$ cat src/rtl/calc_sequencer_if.sv
// Handshake and control bundle between the calculator sequencer and its environment.
//   Inputs to the sequencer:
//     Enter        raw Enter pushbutton, active-high, asynchronous
//     OpBtn        raw operation buttons, active-low; bit 0 has the highest priority
//     Done         completion from the multi-cycle unit, CLK domain
//   Outputs from the sequencer:
//     LdA / LdB    operand register loads
//     LdRes        load operand A from the result (chain mode only)
//     OP           one-hot selected operation, 0 when none is selected
//     Start        one-cycle start pulse to the multi-cycle unit
//     Busy         operation in flight
//     ResultValid  result on the datapath is valid
//     Error        sticky multi-cycle timeout flag
// The modport "master" is the sequencer side; "slave" is the datapath/panel side.
interface calc_sequencer_if #(
  parameter int unsigned N_OPS = 4
);
  logic             Enter;
  logic [N_OPS-1:0] OpBtn;
  logic             Done;
  logic             LdA;
  logic             LdB;
  logic             LdRes;
  logic [N_OPS-1:0] OP;
  logic             Start;
  logic             Busy;
  logic             ResultValid;
  logic             Error;

  modport master (
    input  Enter, OpBtn, Done,
    output LdA, LdB, LdRes, OP, Start, Busy, ResultValid, Error
  );

  modport slave (
    output Enter, OpBtn, Done,
    input  LdA, LdB, LdRes, OP, Start, Busy, ResultValid, Error
  );
endinterface

$ cat src/rtl/calc_sequencer.sv
// Control unit for the calculator datapath. Sequences operand loads on Enter presses,
// selects an operation from the active-low op buttons, runs multi-cycle units through a
// Start/Done handshake with a tick-based timeout, then waits in RESULT for the next Enter.
// All control decisions happen on the slow internal tick (every 2^(TICK_BIT+1) CLK cycles).
// Ports:
//   CLK   system clock, posedge
//   CLR   asynchronous active-low reset
//   bus   calc_sequencer_if.master (Enter, OpBtn, Done in; LdA, LdB, LdRes, OP, Start,
//         Busy, ResultValid, Error out)
// Build option: define CALC_CHAIN_EN to let Enter in RESULT chain the result into
// operand A (goes to LOAD_B with LdRes); holding OpBtn[0] with that Enter returns to IDLE.
module calc_sequencer #(
  parameter int unsigned      TICK_BIT      = 15,
  parameter int unsigned      N_OPS         = 4,
  parameter logic [N_OPS-1:0] MC_MASK       = 4'b1100,
  parameter int unsigned      TIMEOUT_TICKS = 255
) (
  input  logic             CLK,
  input  logic             CLR,
  calc_sequencer_if.master bus
);

  localparam int unsigned SelW = $clog2(N_OPS);

  typedef enum logic [2:0] {
    StIdle     = 3'd0,
    StLoadA    = 3'd1,
    StLoadB    = 3'd2,
    StExec     = 3'd3,
    StWaitDone = 3'd4,
    StResult   = 3'd5
  } state_e;

  state_e            state_q, state_d;
  logic [TICK_BIT:0] tick_cnt_q;
  logic              tick;
  logic              enter_s1_q, enter_s2_q, enter_prev_q, enter_edge;
  logic [N_OPS-1:0]  op_s1_q, op_s2_q;
  logic [SelW-1:0]   sel_q, sel_d, btn_sel;
  logic              btn_any;
  logic              done_flag_q, done_seen;
  logic [7:0]        to_cnt_q, to_cnt_d;
  logic              error_q, error_d;
  logic              exec_d1_q, start_q;
  logic [N_OPS-1:0]  sel_onehot;

  assign tick       = &tick_cnt_q;
  // Enter is compared against its value on the previous tick, not the previous cycle.
  assign enter_edge = tick & enter_s2_q & ~enter_prev_q;
  // A Done arriving on the deciding tick still counts, so Done beats a same-tick timeout.
  assign done_seen  = done_flag_q | bus.Done;
  assign sel_onehot = {{(N_OPS-1){1'b0}}, 1'b1} << sel_q;

  // Lowest-index pressed (low) button wins.
  always_comb begin
    btn_sel = '0;
    btn_any = 1'b0;
    for (int i = int'(N_OPS) - 1; i >= 0; i--) begin
      if (!op_s2_q[i]) begin
        btn_sel = SelW'(i);
        btn_any = 1'b1;
      end
    end
  end

  always_ff @(posedge CLK or negedge CLR) begin
    if (!CLR) begin
      tick_cnt_q   <= '0;
      enter_s1_q   <= 1'b0;
      enter_s2_q   <= 1'b0;
      enter_prev_q <= 1'b0;
      op_s1_q      <= '1;  // released level, so nothing looks pressed out of reset
      op_s2_q      <= '1;
      done_flag_q  <= 1'b0;
      exec_d1_q    <= 1'b0;
      start_q      <= 1'b0;
      state_q      <= StIdle;
      sel_q        <= '0;
      to_cnt_q     <= '0;
      error_q      <= 1'b0;
    end else begin
      tick_cnt_q  <= tick_cnt_q + 1'b1;
      enter_s1_q  <= bus.Enter;
      enter_s2_q  <= enter_s1_q;
      op_s1_q     <= bus.OpBtn;
      op_s2_q     <= op_s1_q;
      done_flag_q <= start_q ? 1'b0 : done_seen;
      exec_d1_q   <= (state_q == StExec);
      // Start fires on the cycle after the first EXEC cycle, once per EXEC visit.
      start_q     <= (state_q == StExec) && !exec_d1_q && MC_MASK[sel_q];
      if (tick) begin
        enter_prev_q <= enter_s2_q;
        state_q      <= state_d;
        sel_q        <= sel_d;
        to_cnt_q     <= to_cnt_d;
        error_q      <= error_d;
      end
    end
  end

  always_comb begin
    state_d  = state_q;
    sel_d    = sel_q;
    to_cnt_d = to_cnt_q;
    error_d  = error_q;
    case (state_q)
      StIdle:  if (enter_edge) state_d = StLoadA;
      StLoadA: if (enter_edge) state_d = StLoadB;
      StLoadB: begin
        if (btn_any) begin
          state_d = StExec;
          sel_d   = btn_sel;
        end
      end
      StExec: begin
        to_cnt_d = '0;
        state_d  = MC_MASK[sel_q] ? StWaitDone : StResult;
      end
      StWaitDone: begin
        if (done_seen) begin
          state_d = StResult;
        end else if (to_cnt_q + 8'd1 == 8'(TIMEOUT_TICKS)) begin
          state_d = StResult;
          error_d = 1'b1;
        end else begin
          to_cnt_d = to_cnt_q + 8'd1;
        end
      end
      StResult: begin
        if (enter_edge) begin
          error_d = 1'b0;
`ifdef CALC_CHAIN_EN
          state_d = op_s2_q[0] ? StLoadB : StIdle;
`else
          state_d = StIdle;
`endif
        end
      end
      default: begin
        state_d = StIdle;
        error_d = 1'b0;
      end
    endcase
  end

`ifdef CALC_CHAIN_EN
  // Marks a LOAD_B visit that was entered by chaining from RESULT.
  logic chain_q, chain_d;

  always_comb begin
    chain_d = chain_q;
    if (state_q == StResult && enter_edge && op_s2_q[0]) begin
      chain_d = 1'b1;
    end else if (state_q != StLoadB) begin
      chain_d = 1'b0;
    end
  end

  always_ff @(posedge CLK or negedge CLR) begin
    if (!CLR) begin
      chain_q <= 1'b0;
    end else if (tick) begin
      chain_q <= chain_d;
    end
  end

  assign bus.LdRes = chain_q && (state_q == StLoadB);
`else
  assign bus.LdRes = 1'b0;
`endif

  assign bus.Start = start_q;
  assign bus.Error = error_q;

  always_comb begin
    bus.LdA         = 1'b0;
    bus.LdB         = 1'b0;
    bus.OP          = '0;
    bus.Busy        = 1'b0;
    bus.ResultValid = 1'b0;
    case (state_q)
      StLoadA: bus.LdA = 1'b1;
      StLoadB: bus.LdB = 1'b1;
      StExec, StWaitDone: begin
        bus.OP   = sel_onehot;
        bus.Busy = 1'b1;
      end
      StResult: begin
        bus.OP          = sel_onehot;
        bus.ResultValid = 1'b1;
      end
      default: ;
    endcase
  end

endmodule

$ cat src/flat_wrapper.sv
// flat-port wrapper written by rule: the top's interface ports become plain ports
module calc_sequencer_flat 
#(
  parameter int unsigned      TICK_BIT      = 15,
  parameter int unsigned      N_OPS         = 4,
  parameter logic [N_OPS-1:0] MC_MASK       = 4'b1100,
  parameter int unsigned      TIMEOUT_TICKS = 255
)
  (CLK, CLR, bus_Enter, bus_OpBtn, bus_Done, bus_LdA, bus_LdB, bus_LdRes, bus_OP, bus_Start, bus_Busy, bus_ResultValid, bus_Error);
  calc_sequencer_if #(.N_OPS(N_OPS)) bus_i ();
  input  logic CLK;
  input  logic CLR;
  input wire logic [$bits(bus_i.Enter)-1:0] bus_Enter;
  input wire logic [$bits(bus_i.OpBtn)-1:0] bus_OpBtn;
  input wire logic [$bits(bus_i.Done)-1:0] bus_Done;
  output wire logic [$bits(bus_i.LdA)-1:0] bus_LdA;
  output wire logic [$bits(bus_i.LdB)-1:0] bus_LdB;
  output wire logic [$bits(bus_i.LdRes)-1:0] bus_LdRes;
  output wire logic [$bits(bus_i.OP)-1:0] bus_OP;
  output wire logic [$bits(bus_i.Start)-1:0] bus_Start;
  output wire logic [$bits(bus_i.Busy)-1:0] bus_Busy;
  output wire logic [$bits(bus_i.ResultValid)-1:0] bus_ResultValid;
  output wire logic [$bits(bus_i.Error)-1:0] bus_Error;
  assign bus_i.Enter = bus_Enter;
  assign bus_i.OpBtn = bus_OpBtn;
  assign bus_i.Done = bus_Done;
  assign bus_LdA = bus_i.LdA;
  assign bus_LdB = bus_i.LdB;
  assign bus_LdRes = bus_i.LdRes;
  assign bus_OP = bus_i.OP;
  assign bus_Start = bus_i.Start;
  assign bus_Busy = bus_i.Busy;
  assign bus_ResultValid = bus_i.ResultValid;
  assign bus_Error = bus_i.Error;
  calc_sequencer #(.TICK_BIT(TICK_BIT), .N_OPS(N_OPS), .MC_MASK(MC_MASK), .TIMEOUT_TICKS(TIMEOUT_TICKS)) u_core (.CLK(CLK), .CLR(CLR), .bus(bus_i));
endmodule
$ cat config.mk
export PLATFORM = sky130hd
export DESIGN_NAME = calc_sequencer_flat
export DESIGN_NICKNAME = d
export VERILOG_FILES = /design/src/rtl/calc_sequencer_if.sv /design/src/rtl/calc_sequencer.sv /design/src/flat_wrapper.sv
export SDC_FILE = /design/constraint.sdc
export NUM_CORES = 1
export LEC_CHECK = 0
export CORE_UTILIZATION = 40
export DETAILED_ROUTE_END_ITERATION = 12
export SYNTH_ARGS = -nofsm -noshare
export SYNTH_HDL_FRONTEND = slang
export SYNTH_SLANG_ARGS = --single-unit
export TNS_END_PERCENT = 5
$ cat constraint.sdc
create_clock -name CLK -period 4.34 [get_ports CLK]
set_clock_uncertainty 0.05 [all_clocks]
set_input_delay 0.868 -clock CLK [delete_from_list [all_inputs] [get_ports CLK]]
set_output_delay 0.868 -clock CLK [all_outputs]
set_load 0.1 [all_outputs]
Yosys cells after proc, flatten, opt, wreduce, memory -nomap -nowiden
Cells that the tools add are included.

cells by class
  add/sub/neg operators = 2
  magnitude comparators = 1
  equality and inequality tests = 14
  shifts and indexed selects = 1
  mux-type cells = 31
  bitwise operators = 5
  reduce and logical (&&, ||, !) cells = 13

operator list
  cell                                                    count
  AND reduction 21 bit                                    1
  AND reduction 20 bit                                    1
  AND reduction 19 bit                                    1
  two-way mux 3 bit                                       6
  case mux 3 bit (6 select lines)                         1
  AND reduction 18 bit                                    1
  adder 16 x 1 -> 16 bit (second input constant)          1
  two-way mux 8 bit                                       2
  case mux 8 bit (2 select lines)                         1
  AND reduction 16 bit                                    1
  two-way mux 1 bit                                       14
  inequality test 2 x 1 -> 1 bit (second input constant)  5
  adder 8 x 1 -> 8 bit (second input constant)            1
  == test 8 bit (second input constant)                   1
  two-way mux 2 bit                                       4
  == test 3 x 2 -> 1 bit (second input constant)          2
  == test 3 bit (second input constant)                   2
  two-way mux 4 bit                                       1
  inequality test 2 bit (second input constant)           2
  OR reduction 4 bit                                      1
  << shifter 1 x 2 -> 4 bit (first input constant)        1
  == test 3 x 1 -> 1 bit (second input constant)          1
  zero test 3 bit                                         1
  < comparator 2 x 3 -> 1 bit (second input constant)     1
  11 further kinds                                        14

storage, ports and cells
  register bits after elaboration = 44
  bits of input ports = 8
  output and inout port bits = 11
  word-level logic and storage cells = 80

Depth between registers and ports, before layout
  depth after elaboration = 6
  mapped depth = 7
  gate-level depth less buffers = 6

Least setup slack after synthesis
OpenSTA, ideal clock, no wires.

  path kind = register -> output
  start point = reg u_core.state_q[2]
  end point = out bus_OP[0]
  data arrival time = 2.870 ns
  required time = 3.422 ns
  slack = 0.552 ns
  stages on the path, launching flop included = 5
  path buffers = 0
  cells stage by stage = dfrtp_1 inv_1 nand3_1 o21a_1 nor3_1

on the way
  word-level cells in the longest chain between the ends = 3
  elaborated cells on any way between the ends = 5
  classes of those cells = eq/ne (3); mux (1); reduce/logical (1)

RTL lines
  element                                                  line                   text
  from (decl)                                              calc_sequencer.sv:34   state_e state_q, state_d;
  from (signal assigned)                                   calc_sequencer.sv:77   state_q <= StIdle;
  from (signal assigned)                                   calc_sequencer.sv:93   state_q <= state_d;
  == test 3 bit or == test 3 x 2 -> 1 bit (tied branches)  calc_sequencer.sv:181  case (state_q)
  OR reduction 3 bit (no line) *                           -
  two-way mux 4 bit *                                      calc_sequencer.sv:181
  to (decl)                                                flat_wrapper.sv:19     output wire logic [$bits(bus_i.OP)-1:0] bus_OP;

Mark *: on every way between the ends. The rest lies on a longest branch, timed or not.

Final worst setup path
  start point = reg u_core.state_q[0]
  end point = out bus_LdB

on the way
  word-level cells in the longest chain between the ends = 2

RTL lines
  element                 line                   text
  == test 3 x 2 -> 1 bit  calc_sequencer.sv:181
  two-way mux 1 bit       calc_sequencer.sv:181
  to (decl)               flat_wrapper.sv:17     output wire logic [$bits(bus_i.LdB)-1:0] bus_LdB;

Every way passes these cells.

==> impl_metrics.toml <==
[status]
run_status = "finished, final reports clean"

[cells_and_area]
final_cells = 285
syn2layout_area_growth_pct = 14.3
n_antenna_cell = 0
fillers = 507
nNetsFinal = 225
multi_input_area_sq_um = 936
drive_above_1_share_pct = 15.3
register_area_sq_um = 1110

[pwr]
total_power_uw = 709
leakage_uw = 0.000996
power_density_nw_per_um2 = 291
peakVddDrop_uv = 218

[timing]
finalMaxSlewViolations = 0
setup_tns_ns = 0
hold_viol = 0
tightest_slew_ns = 0.967
finalCriticalPeriod_ns = 3.28
fin_crit_sh_pct = 75.6
slew-limit-headroom_pct = 35.3
max_freq_mhz = 305
setup_viol = 0
rsz0062_at_grt = "no"

[drt]
drt_pass1_iterations = 4
post_drt_wl_per_cell_microns = 13.4
drtAntennaViolNets = 0
dr.first_iter.drc_count = 104
drc_errors = 0
vias_per_cell = 5.24
vias = 1493
drt_wl_total_mm = 3.81

[logic_synthesis]
synth_top_family_by_area = "simple AND/OR/NAND/NOR gates"
async_flop_share_pct = 100
synth-adder-area-share_pct = 1.76
syn_area_sq_um = 2130
ys_warn_count = 0
synth_xor_area_share_pct = 6.58
synth_edf_count = 0
synthMuxAreaShare_pct = 0.999
syn-instance-count = 196
synth_cell_types = 49
ys.flop_type = "dfrtp_1"
synth-simple-area-share_pct = 20.6
ys_seq_area_share_pct = 52.2
syn_nets = 207
synth.avg_cell_area_sq_um = 10.9
synth_compound_area_share_pct = 13.8
synth.ff_latch_count = 44

[floorplan]
ioPinCount = 19
floorplan.die.width_microns = 74.9
initial_core_util_pct = 41.7
placementRows = 26
dieArea_sq_um = 5620
die_y_microns = 74.9
core_sq_um = 5110

[clocking]
clock_latency_ns = 0.29
cts_max_level = 2
postCtsSetupBuffers = 0
cts_num_sinks = 44
postCtsHoldBufs = 0
numCtsBuffers = 5
ctsResizeCount = 0
tritoncts = "yes"
clk_pin_slew_ns = 0.08
cts_max_path_buffers = 2
clockRootBuffer = "clkbuf_8"

[flow_run]
max_cap_violations = 0

[worst_setup_path]
crit_path_max_fanout = 8
worst_ep_arrival_time_ns = 2.36
cp_cell_sequence = "nor2_1 > nand2_1 > inv_1 > clkdlybuf4s50_1"
cp_slowest_stage_delay_ns = 1.12
critPathCaptureType = "primary output"
startpoint_type = "flip-flop"
r2r_slack_ns = 1.93
crit_family = "buffers and inverters"
crit_type = "flip-flop to primary output"
r2r_cells = 5
timing.rr.start = "u_core.state_q[1]"
crit_buf_inv = 2
worstPathRequired_ns = 3.42
critical_path.slowest_cell = "clkdlybuf4s50_1"
rr_endpoint = "u_core.to_cnt_q[2]"

[worst_hold_path]
hp-start = "u_core.enter_s1_q"
holdCritPathClass = "flip-flop to flip-flop"
holdPathStages = 0
hold_path_end = "u_core.enter_s2_q"

[placed_design]
dp.cells = 277
io_buffers = 17
gp_congestion = 0.849
dp_hpwl_mm = 2.70

[global_route]
antenna_found_initial = 0
grt_use_total_pct = 16.4
grt_overflow = 0
grt_max_degree = 45
grt_pass1_vias = 1491
grt_first_pass_wirelength_mm = 6.83
[worst register-to-register path, stage by stage (launching register included)]
cell	delay, ns
dfrtp_1	0.52
nor3b_1	0.64
and2_1	0.42
nand3_1	0.14
o2bb2ai_2	0.36
o221ai_1	0.16
[sequential cells by signal, indices dropped and copies added, names as in the netlist]
register and flops:
u_core.exec_d1_q 1, u_core.bus.Start 1, u_core.sel_q 2, u_core.enter_s2_q 1, u_core.bus.Error 1, u_core.to_cnt_q 8, u_core.enter_s1_q 1, u_core.op_s1_q 4
u_core.op_s2_q 4, u_core.state_q 3, u_core.enter_prev_q 1, u_core.tick_cnt_q 16, u_core.done_flag_q 1
[power breakdown]
group          switching (uW)  internal [uW]  total (uW)
sequential               1.96            417         419
clock                     142            129         271
combinational            13.1           5.75        18.8
total                     157            552         709
[cells in the mapped netlist (2+ instances only)]
library cell  number  area share (%)
a21oi_1            2            0.47
a31oi_1            5             1.5
a41oi_1            5             2.1
and2_1             2            0.59
and3_1             3            0.88
and4_1             4             1.6
buf_2              2            0.47
buf_4              2            0.71
clkbuf_1           2            0.35
dfrtp_1           36              42
dfstp_2            8             9.9
ha_1               3             1.8
inv_1             13             2.3
nand2_1           13             2.3
nand2b_1           7             2.1
nand3_1            9             2.1
nand4_1            5             1.5
nor2_1            13             2.3
nor3_1             4            0.94
nor3b_1            2            0.71
o211ai_1           3             1.1
o21a_1             2            0.71
o21ai_0            8             1.9
or2_2              3            0.88
or4_1              2            0.71
xnor2_1           11             4.5
xor2_1             5             2.1
[kinds of logic after synthesis]
logic type	count (synthesis)
buffers and inverters	19
DFF	44
and+or+nand+nor	75
muxes	2
other	1
xor gates and xnor gates	16
adders and majority gates	3
AOI/OAI and AO/OA	36
[worst max-delay path by stage]
stage	start	endpoint	slack (ns)	cells past startpoint
3_3_place_gp	u_core.state_q[0]	bus_LdB	1.43	4
3_5_place_dp	u_core.state_q[0]	bus_LdB	1.39	4
6_report	u_core.state_q[0]	bus_LdB	1.06	4
5_1_grt	u_core.state_q[0]	bus_LdB	0.93	4
4_1_cts	u_core.state_q[0]	bus_LdB	1.05	4
2_1_floorplan	u_core.state_q[2]	bus_OP[0]	0.55	4
[cell usage in the layout (no fill, tap or decap), types with 2 or more instances in the layout]
cell type and instances:
nand4_1 5, xnor2_1 11, nor3b_1 2, dfrtp_1 36
and4_1 4, clkdlybuf4s50_1 11, and2_1 2, a31oi_1 5
inv_1 13, o211ai_1 3, buf_4 5, a21oi_1 2
o21ai_0 8, nor3_1 4, or2_2 3, or4_1 2
dfstp_2 8, nor2_1 13, clkbuf_8 6, a41oi_1 5
and3_1 3, nand2b_1 7, clkinvlp_4 2, nand3_1 9
nand2_1 13, ha_1 3, xor2_1 5, o21a_1 2
[per-stage QoR]
step / instance area, sq um / setup WS, ns / util (%) / hold slack, ns
final: 2430 / 1.06 / 47.6 / 0.306
after global routing: 2430 / 0.927 / 47.6 / 0.316
after CTS: 2430 / 1.05 / 47.6 / 0.309
after detailed placement: 2340 / 1.39 / 45.7 / 0.290
after global placement: 2340 / 1.43 / 45.7 / 0.283
after floorplan: 2130 / 0.552 / - / 0.281
[metal layers]
layer	GRT usage, %	wire length (microns)	part of all wire, %
met5	0	0	0
met4	6.29	46	1.2
met3	4.02	148	3.9
met2	23.9	1660	44
met1	23.5	1940	51
[final cells by class]
type,instances,share of cell area (%)
inverter,13,2.01
clock buffer,6,3.39
multi-input combinational,133,38.5
clock inverter,2,0.617
tap,70,3.60
timing repair buffer,17,6.27
sequential,44,45.7
Power figures use the tool's default switching activity.
